<file path="src/rtl/isi_dem_pkg.sv">
// Shared definitions for the unit-element selection logic: default sizes,
// the k-count width, the selector FSM state encoding and a saturation helper.
package isi_dem_pkg;

  localparam int N_ELEM = 18;
  localparam int SFI_W  = 4;
  localparam int K_W    = 5;

  typedef enum logic [1:0] {
    ST_IDLE   = 2'd0,
    ST_LOAD   = 2'd1,
    ST_SELECT = 2'd2,
    ST_DONE   = 2'd3
  } sel_state_e;

  // Clamp a requested transition count to the number of available elements.
  function automatic logic [K_W-1:0] sat_count(input logic [K_W-1:0] req, input int limit);
    if (int'(req) > limit) return K_W'(limit);
    return req;
  endfunction

endpackage

</file>
<file path="src/rtl/isi_argmin18.sv">
// Combinational argmin over N unsigned W-bit values, skipping masked entries.
// Ties resolve to the lowest index; valid is low when every entry is masked.
module isi_argmin18
  import isi_dem_pkg::*;
#(
  parameter int N     = N_ELEM,
  parameter int W     = SFI_W,
  parameter int IDX_W = (N > 1) ? $clog2(N) : 1
) (
  input  logic [N*W-1:0]   vals_i,
  input  logic [N-1:0]     mask_i,
  output logic [IDX_W-1:0] idx_o,
  output logic             valid_o
);

  logic [W-1:0]     val [N];
  logic [W-1:0]     best_val;
  logic [IDX_W-1:0] best_idx;
  logic             found;

  for (genvar gi = 0; gi < N; gi++) begin : g_unpack
    assign val[gi] = vals_i[gi*W +: W];
  end

  // Linear scan; strict less-than keeps the earliest index on ties.
  always_comb begin
    best_val = '1;
    best_idx = '0;
    found    = 1'b0;
    for (int i = 0; i < N; i++) begin
      if (!mask_i[i] && (!found || (val[i] < best_val))) begin
        found    = 1'b1;
        best_val = val[i];
        best_idx = IDX_W'(i);
      end
    end
  end

  assign idx_o   = best_idx;
  assign valid_o = found;

endmodule

</file>
<file path="src/rtl/isi_vq18_sel.sv">
// Unit-element selector: on start, snapshots the loop-filter values and picks
// the min(k, N_ELEM) elements with the smallest values, one per enabled cycle,
// then publishes the registered up-transition vector st with a done pulse.
// Optional feature macro: ISI_SEL_MASK_EN adds elem_mask (excluded elements)
// and a short flag pulsed with done when too few elements were eligible.
module isi_vq18_sel
  import isi_dem_pkg::*;
#(
  parameter int N_ELEM = isi_dem_pkg::N_ELEM,
  parameter int SFI_W  = isi_dem_pkg::SFI_W
) (
  input  logic                    clk,
  input  logic                    rst,
  input  logic                    clk_en,
  input  logic                    start,
  input  logic [K_W-1:0]          k,
  input  logic [N_ELEM*SFI_W-1:0] sfi,
`ifdef ISI_SEL_MASK_EN
  input  logic [N_ELEM-1:0]       elem_mask,
  output logic                    short,
`endif
  output logic [N_ELEM-1:0]       st,
  output logic                    busy,
  output logic                    done
);

  localparam int IDX_W = (N_ELEM > 1) ? $clog2(N_ELEM) : 1;

  sel_state_e                state_q, state_d;
  logic [SFI_W-1:0]          snap_q [N_ELEM];
  logic [N_ELEM*SFI_W-1:0]   snap_flat;
  logic [N_ELEM-1:0]         chosen_q, chosen_d;
  logic [N_ELEM-1:0]         work_q, work_d;
  logic [K_W-1:0]            rem_q, rem_d;
  logic                      snap_load;
  logic [K_W-1:0]            k_sat;
  logic [N_ELEM-1:0]         init_mask;
  logic [IDX_W-1:0]          am_idx;
  logic                      am_valid;
  logic                      fin;
  logic [N_ELEM-1:0]         st_q;
  logic                      done_q;
`ifdef ISI_SEL_MASK_EN
  logic                      exh_q, exh_d;
  logic                      short_q;
`endif

  assign k_sat = sat_count(k, N_ELEM);

  // Masked elements start the round already "chosen" so argmin never picks them.
`ifdef ISI_SEL_MASK_EN
  assign init_mask = elem_mask;
`else
  assign init_mask = '0;
`endif

  // Flatten the snapshot for the argmin block.
  for (genvar gi = 0; gi < N_ELEM; gi++) begin : g_flat
    assign snap_flat[gi*SFI_W +: SFI_W] = snap_q[gi];
  end

  isi_argmin18 #(
    .N     (N_ELEM),
    .W     (SFI_W),
    .IDX_W (IDX_W)
  ) u_argmin (
    .vals_i  (snap_flat),
    .mask_i  (chosen_q),
    .idx_o   (am_idx),
    .valid_o (am_valid)
  );

  // Next-state and working-datapath updates; nothing moves without clk_en.
  always_comb begin
    state_d   = state_q;
    chosen_d  = chosen_q;
    work_d    = work_q;
    rem_d     = rem_q;
    snap_load = 1'b0;
`ifdef ISI_SEL_MASK_EN
    exh_d     = exh_q;
`endif
    if (clk_en) begin
      unique case (state_q)
        ST_IDLE: begin
          if (start) state_d = ST_LOAD;
        end
        ST_LOAD: begin
          snap_load = 1'b1;
          chosen_d  = init_mask;
          work_d    = '0;
          rem_d     = k_sat;
`ifdef ISI_SEL_MASK_EN
          exh_d     = 1'b0;
`endif
          state_d   = (k_sat == '0) ? ST_DONE : ST_SELECT;
        end
        ST_SELECT: begin
          if (am_valid) begin
            work_d[am_idx]   = 1'b1;
            chosen_d[am_idx] = 1'b1;
            rem_d            = rem_q - K_W'(1);
            if (rem_q == K_W'(1)) state_d = ST_DONE;
          end else begin
            // No eligible element left: finish early with what we have.
`ifdef ISI_SEL_MASK_EN
            exh_d   = 1'b1;
`endif
            state_d = ST_DONE;
          end
        end
        ST_DONE: begin
          state_d = ST_IDLE;
        end
        default: state_d = ST_IDLE;
      endcase
    end
  end

  // FSM state and working registers.
  always_ff @(posedge clk or posedge rst) begin
    if (rst) begin
      state_q  <= ST_IDLE;
      chosen_q <= '0;
      work_q   <= '0;
      rem_q    <= '0;
`ifdef ISI_SEL_MASK_EN
      exh_q    <= 1'b0;
`endif
    end else begin
      state_q  <= state_d;
      chosen_q <= chosen_d;
      work_q   <= work_d;
      rem_q    <= rem_d;
`ifdef ISI_SEL_MASK_EN
      exh_q    <= exh_d;
`endif
    end
  end

  // Per-element snapshot, captured once in LOAD so later sfi changes are ignored.
  for (genvar gi = 0; gi < N_ELEM; gi++) begin : g_snap
    always_ff @(posedge clk or posedge rst) begin
      if (rst) begin
        snap_q[gi] <= '0;
      end else if (snap_load) begin
        snap_q[gi] <= sfi[gi*SFI_W +: SFI_W];
      end
    end
  end

  // The enabled DONE cycle is the only place the published vector changes.
  assign fin = (state_q == ST_DONE) && clk_en;

  // Published outputs: st holds between rounds, done is a single-clock pulse.
  always_ff @(posedge clk or posedge rst) begin
    if (rst) begin
      st_q    <= '0;
      done_q  <= 1'b0;
`ifdef ISI_SEL_MASK_EN
      short_q <= 1'b0;
`endif
    end else begin
      done_q  <= fin;
`ifdef ISI_SEL_MASK_EN
      short_q <= fin & exh_q;
`endif
      if (fin) st_q <= work_q;
    end
  end

  assign st   = st_q;
  assign done = done_q;
  assign busy = (state_q != ST_IDLE);
`ifdef ISI_SEL_MASK_EN
  assign short = short_q;
`endif

endmodule

</file>
<file path="config.mk">
export PLATFORM = sky130hd
export DESIGN_NAME = isi_vq18_sel
export DESIGN_NICKNAME = d
export VERILOG_FILES = /design/src/rtl/isi_dem_pkg.sv /design/src/rtl/isi_argmin18.sv /design/src/rtl/isi_vq18_sel.sv
export SDC_FILE = /design/constraint.sdc
export NUM_CORES = 1
export LEC_CHECK = 0
export ABC_CLOCK_PERIOD_IN_PS = 67500
export CORE_AREA = 3 3 181 183
export DETAILED_ROUTE_END_ITERATION = 16
export DIE_AREA = 0 0 184 186
export HOLD_SLACK_MARGIN = 0.15
export PLACE_DENSITY_LB_ADDON = 0.1
export SLEW_MARGIN = 20
export SYNTH_ARGS = -nofsm -noshare
export SYNTH_HDL_FRONTEND = slang
export SYNTH_SLANG_ARGS = --single-unit
export TNS_END_PERCENT = 5
</file>
<file path="constraint.sdc">
create_clock -name clk -period 67.5 [get_ports clk]
set_input_delay 13.5 -clock clk [delete_from_list [all_inputs] [get_ports clk]]
set_output_delay 13.5 -clock clk [all_outputs]
set_load 0.01 [all_outputs]
</file>
==> impl_metrics.py <==
metrics = {
    "sta": {
        "finalHoldViolCount": 0,
        "setup-violations-final": 0,
        "maxSlewHeadroom": 0.311,
        "setup_tns_ns": 0,
        "drv_slew": 0,
        "finalCritPeriodShare": 0.418,
        "worst_slack_ns": 39.26,
        "min_period_ns": 28.24,
        "rsz0062_at_grt": "no",
        "fmax_ghz": 0.0354,
        "worstMarginPinSlew_ns": 1.03,
        "finClkSkew_ns": 0.0200,
    },
    "cts": {
        "cts_hold_buf": 0,
        "clk_latency_ns": 0.44,
        "clk_pin_slew_ns": 0.07,
        "cts_buffers": 17,
        "post_cts_buffers": 0,
        "cts_root_buf": "clkbuf_16",
        "cts_resized": 0,
        "cts_htree_levels": 4,
        "clock_path_buffers": 2,
        "cts_tree": "done",
        "clock-sinks": 134,
    },
    "synth": {
        "yosys_register_bits": 134,
        "synthArstFlopShare": 1.00,
        "synth_flop_cell": "dfrtp_1",
        "syn_area_mm2": 0.00938,
        "synthCells": 1003,
        "yosysSeqAreaShare": 0.358,
        "synth_edf_count": 0,
        "synth.avg_cell_area_um2": 9.35,
        "syn-num-nets": 1112,
        "synth_cell_types": 98,
        "yosys_warnings": 0,
    },
    "worst_setup_path": {
        "rr_worst_depth": 136,
        "cp_top_family": "compound AO/OA/AOI/OAI gates",
        "crit_path_start_kind": "flop",
        "worstPathArrival_ns": 28.60,
        "cp_data_required_time_ns": 67.86,
        "crit_path_max_incr_delay_ns": 0.72,
        "crit_path_max_fanout": 16,
        "crit_top_cell": "ha_1",
        "rr_startpoint": "chosen_q[0]",
        "reg2reg_to": "chosen_q[5]",
        "crit_type": "reg2reg",
        "regToRegSetupSlack_ns": 39.26,
        "cp_slowest_cell": "a211oi_2",
        "crit_path_end_kind": "flop",
        "worst-path-buf-inv": 15,
    },
    "finish": {
        "num-nets-final": 1200,
        "n_antenna_cell": 0,
        "syn_to_final_growth_pct": 21.2,
        "multi_input_area_mm2": 0.00561,
        "seqCellArea_mm2": 0.00335,
        "fillers": 3232,
        "drive_gt1_frac": 0.166,
    },
    "floorplan": {
        "die_area_mm2": 0.0342,
        "coreArea_mm2": 0.0314,
        "chipWidth_um": 184,
        "die_h_um": 186,
        "start_util": 0.299,
        "num_rows": 65,
        "io_pins": 101,
    },
    "grt": {
        "gr-usage-all-layers": 0.155,
        "grt_overflow": 0,
        "grt_pass1_vias": 8015,
        "grt_max_degree": 70,
        "antenna_found_initial": 0,
        "grt_pass1_wl_um": 42600,
    },
    "worst_hold_path": {
        "hold_depth": 1,
        "hold_start": "work_q[8]",
        "hp-class": "reg2reg",
        "holdPathEnd": "work_q[8]",
    },
    "detailed_routing": {
        "dr.pass1.iters": 5,
        "routed_wirelength_um": 25900,
        "routed_via_density": 5.30,
        "drc_errors": 0,
        "dr_total_vias": 7981,
        "final_antenna_net_count": 0,
        "wire_per_inst_um": 17.2,
        "drt_first_iter_violations": 500,
    },
    "place": {
        "dp_slack_ns": 39.37,
        "gp_congestion": 0.832,
        "port_buffers": 100,
        "dp_hpwl_um": 19400,
    },
    "flow_run": {
        "max_cap_viol_count": 0,
    },
    "run_status": {
        "run_status": "finished clean",
    },
}
[area by class of cell]
type,count,share of cell area
timing repair buffer,104,0.0907
sequential,134,0.295
multi-input combinational,765,0.494
clock buffer,17,0.0374
tap,402,0.0443
inverter,69,0.0232
clock inverter,15,0.0153
[kinds of logic after synthesis]
kind of cell / count (synthesis) / synth area share
fa+ha+maj: 40 / 0.0504
simple gates: 296 / 0.155
flops: 134 / 0.358
buf+inv: 104 / 0.0447
compound gates: 306 / 0.249
mux: 114 / 0.135
xor+xnor: 9 / 0.00841
[worst max path at each step]
stage	slack, ns	endpoint	start	cells after the start
after detailed placement	39.37	work_q[5]	chosen_q[0]	136
after global placement	39.68	chosen_q[3]	chosen_q[0]	139
after global routing	36.27	work_q[10]	chosen_q[0]	137
after CTS	39.26	work_q[5]	chosen_q[0]	136
after floorplan	43.25	chosen_q[2]	chosen_q[0]	138
final	39.26	chosen_q[5]	chosen_q[0]	136
[state kept, by name (all words and copies together), names as in the netlist]
name	cells
st	18
snap_flat	72
rem_q	5
work_q	18
state_q	2
done	1
chosen_q	18
[through the flow]
| stage | cells | hold WS, ns | area (um^2) | util |
|---|---|---|---|---|
| floorplan | 1003 | 0.439 | 9380 | - |
| global placement | 1474 | 0.459 | 10800 | 0.343 |
| detailed placement | 1474 | 0.471 | 10800 | 0.343 |
| CTS | 1506 | 0.486 | 11400 | 0.362 |
| global route | 1506 | 0.512 | 11400 | 0.362 |
| finish | 1506 | 0.481 | 11400 | 0.362 |
[synthesized netlist by cell type, types with 6 or more instances]
| cell type | instances | area share |
|---|---|---|
| dfrtp_1 | 134 | 0.36 |
| mux2_2 | 93 | 0.11 |
| nor2_1 | 85 | 0.034 |
| nand2_1 | 70 | 0.028 |
| inv_1 | 69 | 0.028 |
| a21oi_1 | 53 | 0.028 |
| o21ai_0 | 49 | 0.026 |
| ha_1 | 28 | 0.037 |
| nor3_1 | 28 | 0.015 |
| nand3_1 | 27 | 0.014 |
| clkbuf_1 | 26 | 0.010 |
| a21o_1 | 23 | 0.018 |
| mux2i_1 | 20 | 0.021 |
| and3_1 | 12 | 0.0080 |
| o21a_1 | 12 | 0.0096 |
| a211oi_1 | 11 | 0.0088 |
| and2_1 | 11 | 0.0073 |
| maj3_1 | 10 | 0.011 |
| nand2b_1 | 10 | 0.0067 |
| nor2b_1 | 10 | 0.0067 |
| o31ai_1 | 10 | 0.0080 |
| a31oi_1 | 8 | 0.0053 |
| o2111ai_1 | 8 | 0.0075 |
| o21ai_1 | 8 | 0.0043 |
| or3_1 | 8 | 0.0053 |
| o22ai_1 | 7 | 0.0047 |
| xnor2_1 | 7 | 0.0065 |
| a22o_1 | 6 | 0.0056 |
| o211ai_1 | 6 | 0.0048 |
[cell usage in the layout (no fill, tap or decap), types with 6 or more instances in the layout]
cell type        instances
nor2b_1                 10
clkbuf_16               17
a21o_1                  23
mux2_2                  93
o2111ai_1                8
o31ai_1                 10
and3_1                  12
clkdlybuf4s50_1        100
a21oi_1                 53
and2_1                  11
ha_1                    28
nor2_1                  85
o22ai_1                  7
inv_6                    6
o211ai_1                 6
nand2_1                 69
o21a_1                  12
a211oi_1                11
nor3_1                  28
o21ai_0                 49
mux2i_1                 20
a31oi_1                  8
dfrtp_1                134
a22o_1                   6
nand2b_1                10
nand3_1                 27
inv_1                   68
o21ai_1                  8
xnor2_1                  7
maj3_1                  10
or3_1                    8
[metal layers]
| metal | global-route usage | vias up | wire, um |
|---|---|---|---|
| li1 | - | 3924 | - |
| met1 | 0.212 | 3878 | 12500 |
| met2 | 0.258 | 162 | 12300 |
| met3 | 0.0258 | 17 | 810 |
| met4 | 0.0390 | 0 | 255 |
| met5 | 0 | - | 0 |
Power is not shown: default switching activity piles up to over one toggle a cycle in this logic, so the estimate is an artifact.
